### src/rtl/glitch_filter_pkg.sv
// Shared types and default parameter values for the multi-channel glitch filter.
package glitch_filter_pkg;

  typedef enum logic {
    STABLE  = 1'b0,
    PENDING = 1'b1
  } state_t;

  localparam int DEF_WIDTH         = 4;
  localparam int DEF_FILTER_CYCLES = 4;
  localparam int DEF_SYNC_STAGES   = 2;
  localparam int DEF_CNT_W         = 8;

  // Stability counter width; a single-cycle filter still keeps a 1-bit counter.
  function automatic int cnt_width(input int filter_cycles);
    return (filter_cycles > 1) ? $clog2(filter_cycles) : 1;
  endfunction

endpackage

### src/rtl/glitch_filter_if.sv
// Control, data and status bundle between the glitch filter and its user.
interface glitch_filter_if
  import glitch_filter_pkg::*;
#(
  parameter int WIDTH = DEF_WIDTH,
  parameter int CNT_W = DEF_CNT_W
);

  logic             en;
  logic             clr_cnt;
  logic [WIDTH-1:0] din;
  logic [WIDTH-1:0] dout;
  logic [WIDTH-1:0] rise;
  logic [WIDTH-1:0] fall;
  logic [WIDTH-1:0] glitch;
  logic [CNT_W-1:0] glitch_count;

  modport master (
    output en, clr_cnt, din,
    input  dout, rise, fall, glitch, glitch_count
  );

  modport slave (
    input  en, clr_cnt, din,
    output dout, rise, fall, glitch, glitch_count
  );

endinterface

### src/rtl/glitch_filter_ch.sv
// One filter channel: input synchronizer, stability FSM with counter, and
// registered rise/fall/glitch pulses aligned with the dout update.
module glitch_filter_ch
  import glitch_filter_pkg::*;
#(
  parameter int FILTER_CYCLES = DEF_FILTER_CYCLES,
  parameter int SYNC_STAGES   = DEF_SYNC_STAGES
) (
  input  logic clk,
  input  logic reset,
  input  logic i_en,
  input  logic i_din,
  output logic o_dout,
  output logic o_rise,
  output logic o_fall,
  output logic o_glitch,
  output logic o_glitch_next
);

  localparam int            CW       = cnt_width(FILTER_CYCLES);
  localparam logic [CW-1:0] CNT_LAST = CW'(FILTER_CYCLES - 1);

  logic [SYNC_STAGES-1:0] r_sync;
  state_t                 r_state;
  logic [CW-1:0]          r_cnt;
  logic                   r_dout;
  logic                   r_rise;
  logic                   r_fall;
  logic                   r_glitch;

  logic w_s;
  logic w_diff;
  logic w_accept;
  logic w_glitch_next;

  assign w_s    = r_sync[SYNC_STAGES-1];
  assign w_diff = w_s ^ r_dout;
  // STABLE always holds cnt=0, so with a 1-cycle filter this accepts straight from STABLE.
  assign w_accept      = i_en & w_diff & (r_cnt == CNT_LAST);
  assign w_glitch_next = i_en & (r_state == PENDING) & ~w_diff;

  always_ff @(posedge clk or posedge reset) begin
    if (reset) begin
      r_sync <= '0;
    end else begin
      r_sync[0] <= i_din;
      for (int k = 1; k < SYNC_STAGES; k++) begin
        r_sync[k] <= r_sync[k-1];
      end
    end
  end

  always_ff @(posedge clk or posedge reset) begin
    if (reset) begin
      r_state  <= STABLE;
      r_cnt    <= '0;
      r_dout   <= 1'b0;
      r_rise   <= 1'b0;
      r_fall   <= 1'b0;
      r_glitch <= 1'b0;
    end else begin
      r_rise   <= 1'b0;
      r_fall   <= 1'b0;
      r_glitch <= w_glitch_next;
      if (!i_en) begin
        r_state <= STABLE;
        r_cnt   <= '0;
      end else if (w_accept) begin
        r_dout  <= w_s;
        r_rise  <= w_s;
        r_fall  <= ~w_s;
        r_state <= STABLE;
        r_cnt   <= '0;
      end else if (w_diff) begin
        r_state <= PENDING;
        r_cnt   <= r_cnt + CW'(1);
      end else begin
        r_state <= STABLE;
        r_cnt   <= '0;
      end
    end
  end

  assign o_dout        = r_dout;
  assign o_rise        = r_rise;
  assign o_fall        = r_fall;
  assign o_glitch      = r_glitch;
  assign o_glitch_next = w_glitch_next;

endmodule

### src/rtl/glitch_filter.sv
// WIDTH independent glitch-filter channels plus a saturating counter of
// cycles in which at least one channel rejected a pending change.
module glitch_filter
  import glitch_filter_pkg::*;
#(
  parameter int WIDTH         = DEF_WIDTH,
  parameter int FILTER_CYCLES = DEF_FILTER_CYCLES,
  parameter int SYNC_STAGES   = DEF_SYNC_STAGES,
  parameter int CNT_W         = DEF_CNT_W
) (
  input logic            clk,
  input logic            reset,
  glitch_filter_if.slave bus
);

  localparam logic [CNT_W-1:0] CNT_MAX = '1;

  logic [WIDTH-1:0] w_dout;
  logic [WIDTH-1:0] w_rise;
  logic [WIDTH-1:0] w_fall;
  logic [WIDTH-1:0] w_glitch;
  logic [WIDTH-1:0] w_glitch_next;
  logic [CNT_W-1:0] r_glitch_count;

  for (genvar i = 0; i < WIDTH; i++) begin : g_ch
    glitch_filter_ch #(
      .FILTER_CYCLES (FILTER_CYCLES),
      .SYNC_STAGES   (SYNC_STAGES)
    ) u_ch (
      .clk           (clk),
      .reset         (reset),
      .i_en          (bus.en),
      .i_din         (bus.din[i]),
      .o_dout        (w_dout[i]),
      .o_rise        (w_rise[i]),
      .o_fall        (w_fall[i]),
      .o_glitch      (w_glitch[i]),
      .o_glitch_next (w_glitch_next[i])
    );
  end

  // Counts the same edge the glitch pulses are registered; clear has priority.
  always_ff @(posedge clk or posedge reset) begin
    if (reset) begin
      r_glitch_count <= '0;
    end else if (bus.clr_cnt) begin
      r_glitch_count <= '0;
    end else if ((|w_glitch_next) && (r_glitch_count != CNT_MAX)) begin
      r_glitch_count <= r_glitch_count + CNT_W'(1);
    end
  end

  assign bus.dout         = w_dout;
  assign bus.rise         = w_rise;
  assign bus.fall         = w_fall;
  assign bus.glitch       = w_glitch;
  assign bus.glitch_count = r_glitch_count;

endmodule

### src/flat_wrapper.sv
// flat-port wrapper written by rule: the top's interface ports become plain ports
module glitch_filter_flat import glitch_filter_pkg::*;
#(
  parameter int WIDTH         = DEF_WIDTH,
  parameter int FILTER_CYCLES = DEF_FILTER_CYCLES,
  parameter int SYNC_STAGES   = DEF_SYNC_STAGES,
  parameter int CNT_W         = DEF_CNT_W
)
  (clk, reset, bus_en, bus_clr_cnt, bus_din, bus_dout, bus_rise, bus_fall, bus_glitch, bus_glitch_count);
  glitch_filter_if #(.WIDTH(WIDTH), .CNT_W(CNT_W)) bus_i ();
  input logic clk;
  input logic reset;
  input wire logic [$bits(bus_i.en)-1:0] bus_en;
  input wire logic [$bits(bus_i.clr_cnt)-1:0] bus_clr_cnt;
  input wire logic [$bits(bus_i.din)-1:0] bus_din;
  output wire logic [$bits(bus_i.dout)-1:0] bus_dout;
  output wire logic [$bits(bus_i.rise)-1:0] bus_rise;
  output wire logic [$bits(bus_i.fall)-1:0] bus_fall;
  output wire logic [$bits(bus_i.glitch)-1:0] bus_glitch;
  output wire logic [$bits(bus_i.glitch_count)-1:0] bus_glitch_count;
  assign bus_i.en = bus_en;
  assign bus_i.clr_cnt = bus_clr_cnt;
  assign bus_i.din = bus_din;
  assign bus_dout = bus_i.dout;
  assign bus_rise = bus_i.rise;
  assign bus_fall = bus_i.fall;
  assign bus_glitch = bus_i.glitch;
  assign bus_glitch_count = bus_i.glitch_count;
  glitch_filter #(.WIDTH(WIDTH), .FILTER_CYCLES(FILTER_CYCLES), .SYNC_STAGES(SYNC_STAGES), .CNT_W(CNT_W)) u_core (.clk(clk), .reset(reset), .bus(bus_i));
endmodule
### config.mk
export PLATFORM = sky130hd
export DESIGN_NAME = glitch_filter_flat
export DESIGN_NICKNAME = d
export VERILOG_FILES = /design/src/rtl/glitch_filter_pkg.sv /design/src/rtl/glitch_filter_if.sv /design/src/rtl/glitch_filter_ch.sv /design/src/rtl/glitch_filter.sv /design/src/flat_wrapper.sv
export SDC_FILE = /design/constraint.sdc
export NUM_CORES = 1
export LEC_CHECK = 0
export ABC_AREA = 1
export CORE_MARGIN = 1
export CORE_UTILIZATION = 55
export CTS_CLUSTER_DIAMETER = 60
export DETAILED_ROUTE_END_ITERATION = 12
export PLACE_DENSITY = 0.8
export SYNTH_ARGS = -nofsm -noshare
export SYNTH_HDL_FRONTEND = slang
export SYNTH_SLANG_ARGS = --single-unit
### constraint.sdc
create_clock -name clk -period 3.7 [get_ports clk]
set_clock_uncertainty 0.1 [all_clocks]
set_input_delay 0.37 -clock clk [delete_from_list [all_inputs] [get_ports clk]]
set_output_delay 0.37 -clock clk [all_outputs]
set_load 0.05 [all_outputs]
=== After elaboration in Yosys (flattened, before gate mapping) ===
Cells that the tools add are included.

* Register bits after elaboration: 44
* Output and inout port bits: 24

* Add/sub/neg operators: 5
* Equality and inequality tests: 5
* Mux-type cells: 42
* Bitwise logic cells: 28
* Reduce and logical (&&, ||, !) cells: 7

{| class="wikitable"
|+ Operators with widths
! kind !! number
|-
| $mux 1 || 28
|-
| $mux 2 || 12
|-
| $and 1x1->1 || 16
|-
| $mux 8 || 2
|-
| $add 2x1->2 const B || 4
|-
| $add 8x1->8 const B || 1
|-
| $eq 2x2->1 const B || 4
|-
| $ne 8x8->1 const B || 1
|-
| $not 1->1 || 8
|-
| $reduce_and 2->1 || 4
|-
| $reduce_or 4->1 || 1
|-
| $xor 1x1->1 || 4
|-
| $reduce_bool 2->1 || 1
|-
| $logic_and 1x1->1 || 1
|}

=== Depth between registers and ports, before layout ===
* Depth after elaboration: 7
* Depth in mapped cells: 9
* Gate-level depth less buffers: 9

=== Modules after synthesis ===
Synthesis repeated with hierarchy kept, for this count alone.

* Cells, all modules: 185
* Area total of the unflattened synthesis: 1818.0 um^2

{| class="wikitable"
|+ Modules (own cells, without submodules)
! module !! instances !! cells each !! area each (um^2) !! sequential area each (um^2)
|-
| glitch_filter_ch || 4 || 29 || 329.1 || 225.2
|-
| glitch_filter || 1 || 69 || 501.7 || 200.2
|}

=== Worst setup path before layout ===
OpenSTA, ideal clock, no wires.

* Path kind: reg2reg
* Start: register u_core.r_glitch_count[1], in the netlist u_core.bus.glitch_count[1]
* End: register u_core.r_glitch_count[7], in the netlist u_core.bus.glitch_count[7]
* Setup time: 67 ps
* Data arrival time: 1650 ps
* Required time: 3533 ps
* Slack: 1883 ps
* Stages on the path, launching flop included: 8
* Buffers on the path: 0
* Cell sequence: dfrtp_1 > ha_1 > nand2_2 > nor3_4 > nand2_4 > o21ai_4 > nand3_1 > nand2_1

* Word-level cells in the longest chain between the ends: 3
* Elaborated cells between the ends (all ways): 6
* Those cells by class: add/sub: 1; eq/ne: 1; mux: 2; reduce/logical: 2

{| class="wikitable"
|+ RTL lines
! element !! line !! source
|-
| from (decl) || glitch_filter.sv:23 || <nowiki>logic [CNT_W-1:0] r_glitch_count;</nowiki>
|-
| from (signal assigned) || glitch_filter.sv:49 || <nowiki>r_glitch_count <= r_glitch_count + CNT_W'(1);</nowiki>
|-
| $add 8x1->8 or $ne 8x8->1 (tied branches) || glitch_filter.sv:49, glitch_filter.sv:48 ||
|-
| $mux 8 or $logic_and 1x1->1 (tied branches) || glitch_filter.sv:48 || <nowiki>end else if ((|w_glitch_next) && (r_glitch_count != CNT_MAX)) begin</nowiki>
|-
| $mux 8 or $reduce_bool 2->1 (tied branches) || - ||
|}

Several ways; a longest one is shown, not always the timed one. The select of a mux whose other input is x is not followed.
A chain may end at the register's enable or synchronous reset.

=== Worst setup path in the final report ===
* Start: register u_core.r_glitch_count[7], in the netlist u_core.bus.glitch_count[7]
* End: output port bus_glitch_count[7]

{| class="wikitable"
|+ RTL lines
! element !! line !! source
|-
| to (decl) || flat_wrapper.sv:20 || <nowiki>output wire logic [$bits(bus_i.glitch_count)-1:0] bus_glitch_count;</nowiki>
|}

No word-level cell between the ends.

==> flow_summary.yaml <==
outcome:
  status: "completed"
finish:
  seqCellArea_sq_um: 1101
  final_nets: 254
  multi_input_area_sq_um: 559.3
  drive_gt1_share_pct: 9.504
  area_growth_pct: 17.34
  n_fill_cell: 256
  antenna_cells: 0
  fin_area_sq_um: 2303
sta:
  finalHoldViolCount: 0
  worst_slew_pin_slew_ns: 0.5260
  fin_crit_sh_pct: 57.68
  rsz0062_at_grt: "no"
  tns_ns: 0
  maxSlewViolCount: 0
  clock.fmax_mhz: 468.6
  period_needed_ns: 2.134
  maxSlewHeadroom_pct: 64.93
  setup_viol: 0
power_and_ir_drop:
  ir_worst_vdd_uv: 309.5
  p_switching_mw: 0.2787
  pwr-share-seq_pct: 51.7
  pwr-share-comb_pct: 16.9
  switching_share_pct: 27.15
  p_leak_nw: 1.303
  total_power_mw: 1.027
  power_density_nw_per_um2: 445.8
  p_clk_share_pct: 31.4
  p_int_mw: 0.7480
floorplan:
  die_area_sq_um: 3812
  die_width_um: 61.75
  ioPinCount: 32
  core.rowCount: 21
  core_sq_um: 3390
  start_util_pct: 57.92
  die_y_um: 61.75
logic_synthesis:
  yosysMostFrequentCell: "nand2_1"
  yosysWarnings: 0
  synth-edff-count: 0
  synth_area_sq_um: 1963
  ys.flop_type: "dfrtp_1"
  syn_nets: 233
  synth_top_area_cell: "dfrtp_1"
  synth.top_cell.area_share_pct: 56.09
  yosys-top-cells-area: "dfrtp_1 (56%), nand2_1 (8.8%), inv_1 (7.3%)"
  ys_ff_latch: 44
  seq_area_frac_synth_pct: 56.09
  async_flop_share_pct: 100.0
  synth.avg_cell_area_sq_um: 8.923
  synth_common_cells: "nand2_1 (46), dfrtp_1 (44), inv_1 (38)"
  yosysUniqueCellTypes: 19
  syn_inst: 220
hold_path:
  hold_end: "u_core.g_ch[0].u_ch.r_sync[1]"
  worstHoldPathCells: 0
  min_from: "u_core.g_ch[0].u_ch.r_sync[0]"
  hold_class: "flip-flop to flip-flop"
route:
  first_pass_iters: 4
  wirelength_mm: 2.819
  via_per_inst: 4.639
  ant_nets: 0
  num_vias: 1336
  routedWlPerCell_um: 9.788
  drtIter0Drc: 58
  post-route-drc-count: 0
setup_path:
  cp_top_family: "buffers and inverters"
  cp.required_ns: 3.23
  cp_max_fo: 5
  r2r_start: "u_core.bus.glitch_count[0]"
  cp_num_buf_inv: 1
  slowest_stage: "clkdlybuf4s50_1"
  end_kind: "primary output"
  reg2regPathDepth: 7
  reg2reg_slack_ns: 2.11
  critical_path.max_stage_delay_ns: 0.84
  path_cells: "clkdlybuf4s50_1"
  r2r_end: "u_core.bus.glitch_count[7]"
  critPathLaunchType: "flip-flop"
  cp.arrival_ns: 1.66
  crit_type: "flip-flop to primary output"
global_routing:
  grt_pass1_wl_mm: 4.540
  grt_start_max_net_pins: 45
  gr-total-overflow: 0
  grt_usage_pct: 16.97
  antenna_found_initial: 0
  grt_pass1_vias: 1134
cts:
  cts_tree: "done"
  ctsResizeCount: 0
  clk_pin_slew_ns: 0.12
  htreeDepth: 2
  cts_buffers: 5
  cts_root_buf: "clkbuf_4"
  clk_path_buf_depth: 2
  insertion_delay_ns: 0.35
  postCtsSetupBuffers: 0
  cts_hold_buffers: 0
  cts_sinks: 44
placement:
  portBuffers: 31
  placed_area_sq_um: 2208
  dp_hpwl_mm: 2.063
  gp_congestion: 0.7907
flow_run:
  drv_cap: 0
[cell usage in the layout (no fill, tap or decap), types with 2 or more instances in the layout]
master | netlist | final
nand2_1 | 46 | 46
dfrtp_1 | 44 | 44
inv_1 | 38 | 37
clkdlybuf4s50_1 | 0 | 31
nor2_1 | 27 | 27
nand3_1 | 13 | 13
inv_2 | 8 | 8
nand4_1 | 8 | 8
ha_1 | 5 | 5
clkbuf_4 | 0 | 5
o21ai_1 | 3 | 3
nand2_2 | 2 | 2
o21ai_0 | 2 | 2
clkbuf_8 | 0 | 2
[stage by stage]
step	worst slack, ns	utilization, %	hold slack [ns]	cells
detailed placement	1.704	65.15	0.2397	280
finish	1.566	67.96	0.2639	288
floorplan	1.883	-	0.2312	220
global placement	1.747	65.15	0.2310	280
CTS	1.547	67.96	0.2680	288
global route	1.465	67.96	0.2763	288
[layout make-up]
type                       instances  share of cell area, %
inverter                          46                  7.496
multi-input combinational        112                  24.28
clock inverter                     1                  1.304
timing repair buffer              32                  13.80
clock buffer                       7                  2.825
sequential                        44                  47.80
tap                               46                  2.499
[cells by family (layout without fill, tap and decap cells)]
group | after synthesis | in the layout | share of synthesized area, %
AO/OA/AOI/OAI | 6 | 6 | 2.103
XOR/XNOR | 1 | 1 | 0.4462
adder cells (fa/ha/maj) | 5 | 5 | 3.187
buffers and inverters | 64 | 86 | 15.42
flip-flops | 44 | 44 | 56.09
AND/OR/NAND/NOR | 100 | 100 | 22.75
[worst register-to-register path: cells and delay by family, from the launching register on]
kind	cells	cell delay (ns)
simple gates	5	0.67
compound gates	1	0.13
fa+ha+maj	1	0.20
flops	1	0.44
[how the worst max path moves through the flow]
| stage | start | to | slack [ns] | cells past startpoint |
|---|---|---|---|---|
| after floorplan | u_core.bus.glitch_count[1] | u_core.bus.glitch_count[7] | 1.88 | 7 |
| after global placement | bus_en | u_core.bus.glitch_count[6] | 1.75 | 9 |
| after detailed placement | bus_en | u_core.bus.glitch_count[3] | 1.70 | 9 |
| after CTS | u_core.bus.glitch_count[3] | bus_glitch_count[3] | 1.55 | 1 |
| after global routing | u_core.bus.glitch_count[3] | bus_glitch_count[3] | 1.46 | 1 |
| final | u_core.bus.glitch_count[7] | bus_glitch_count[7] | 1.57 | 1 |
[flip-flops by register name, indices dropped and copies added, names as in the netlist]
name / cells
u_core.bus.glitch_count: 8
u_core.g_ch.u_ch.o_dout: 4
u_core.g_ch.u_ch.o_fall: 4
u_core.g_ch.u_ch.o_glitch: 4
u_core.g_ch.u_ch.o_rise: 4
u_core.g_ch.u_ch.r_cnt: 8
u_core.g_ch.u_ch.r_state: 4
u_core.g_ch.u_ch.r_sync: 8
[power by group through the flow]
| stage | Clock [mW] | Combinational (mW) | Sequential, mW |
|---|---|---|---|
| 6_report | 0.322 | 0.173 | 0.531 |
| 2_1_floorplan | 0 | 0.130 | 0.547 |
| 3_3_place_gp | 0 | 0.172 | 0.539 |
| 3_5_place_dp | 0 | 0.175 | 0.541 |
| 4_1_cts | 0.331 | 0.176 | 0.531 |
| 5_1_grt | 0.350 | 0.191 | 0.536 |
[metal layers]
layer | share of wire [%] | track usage, %
met1 | 44 | 19.44
met2 | 50 | 28.42
met4 | 1.6 | 7.937
met3 | 4.2 | 6.211
met5 | 0 | 0
(Power assumes the default switching activity.)
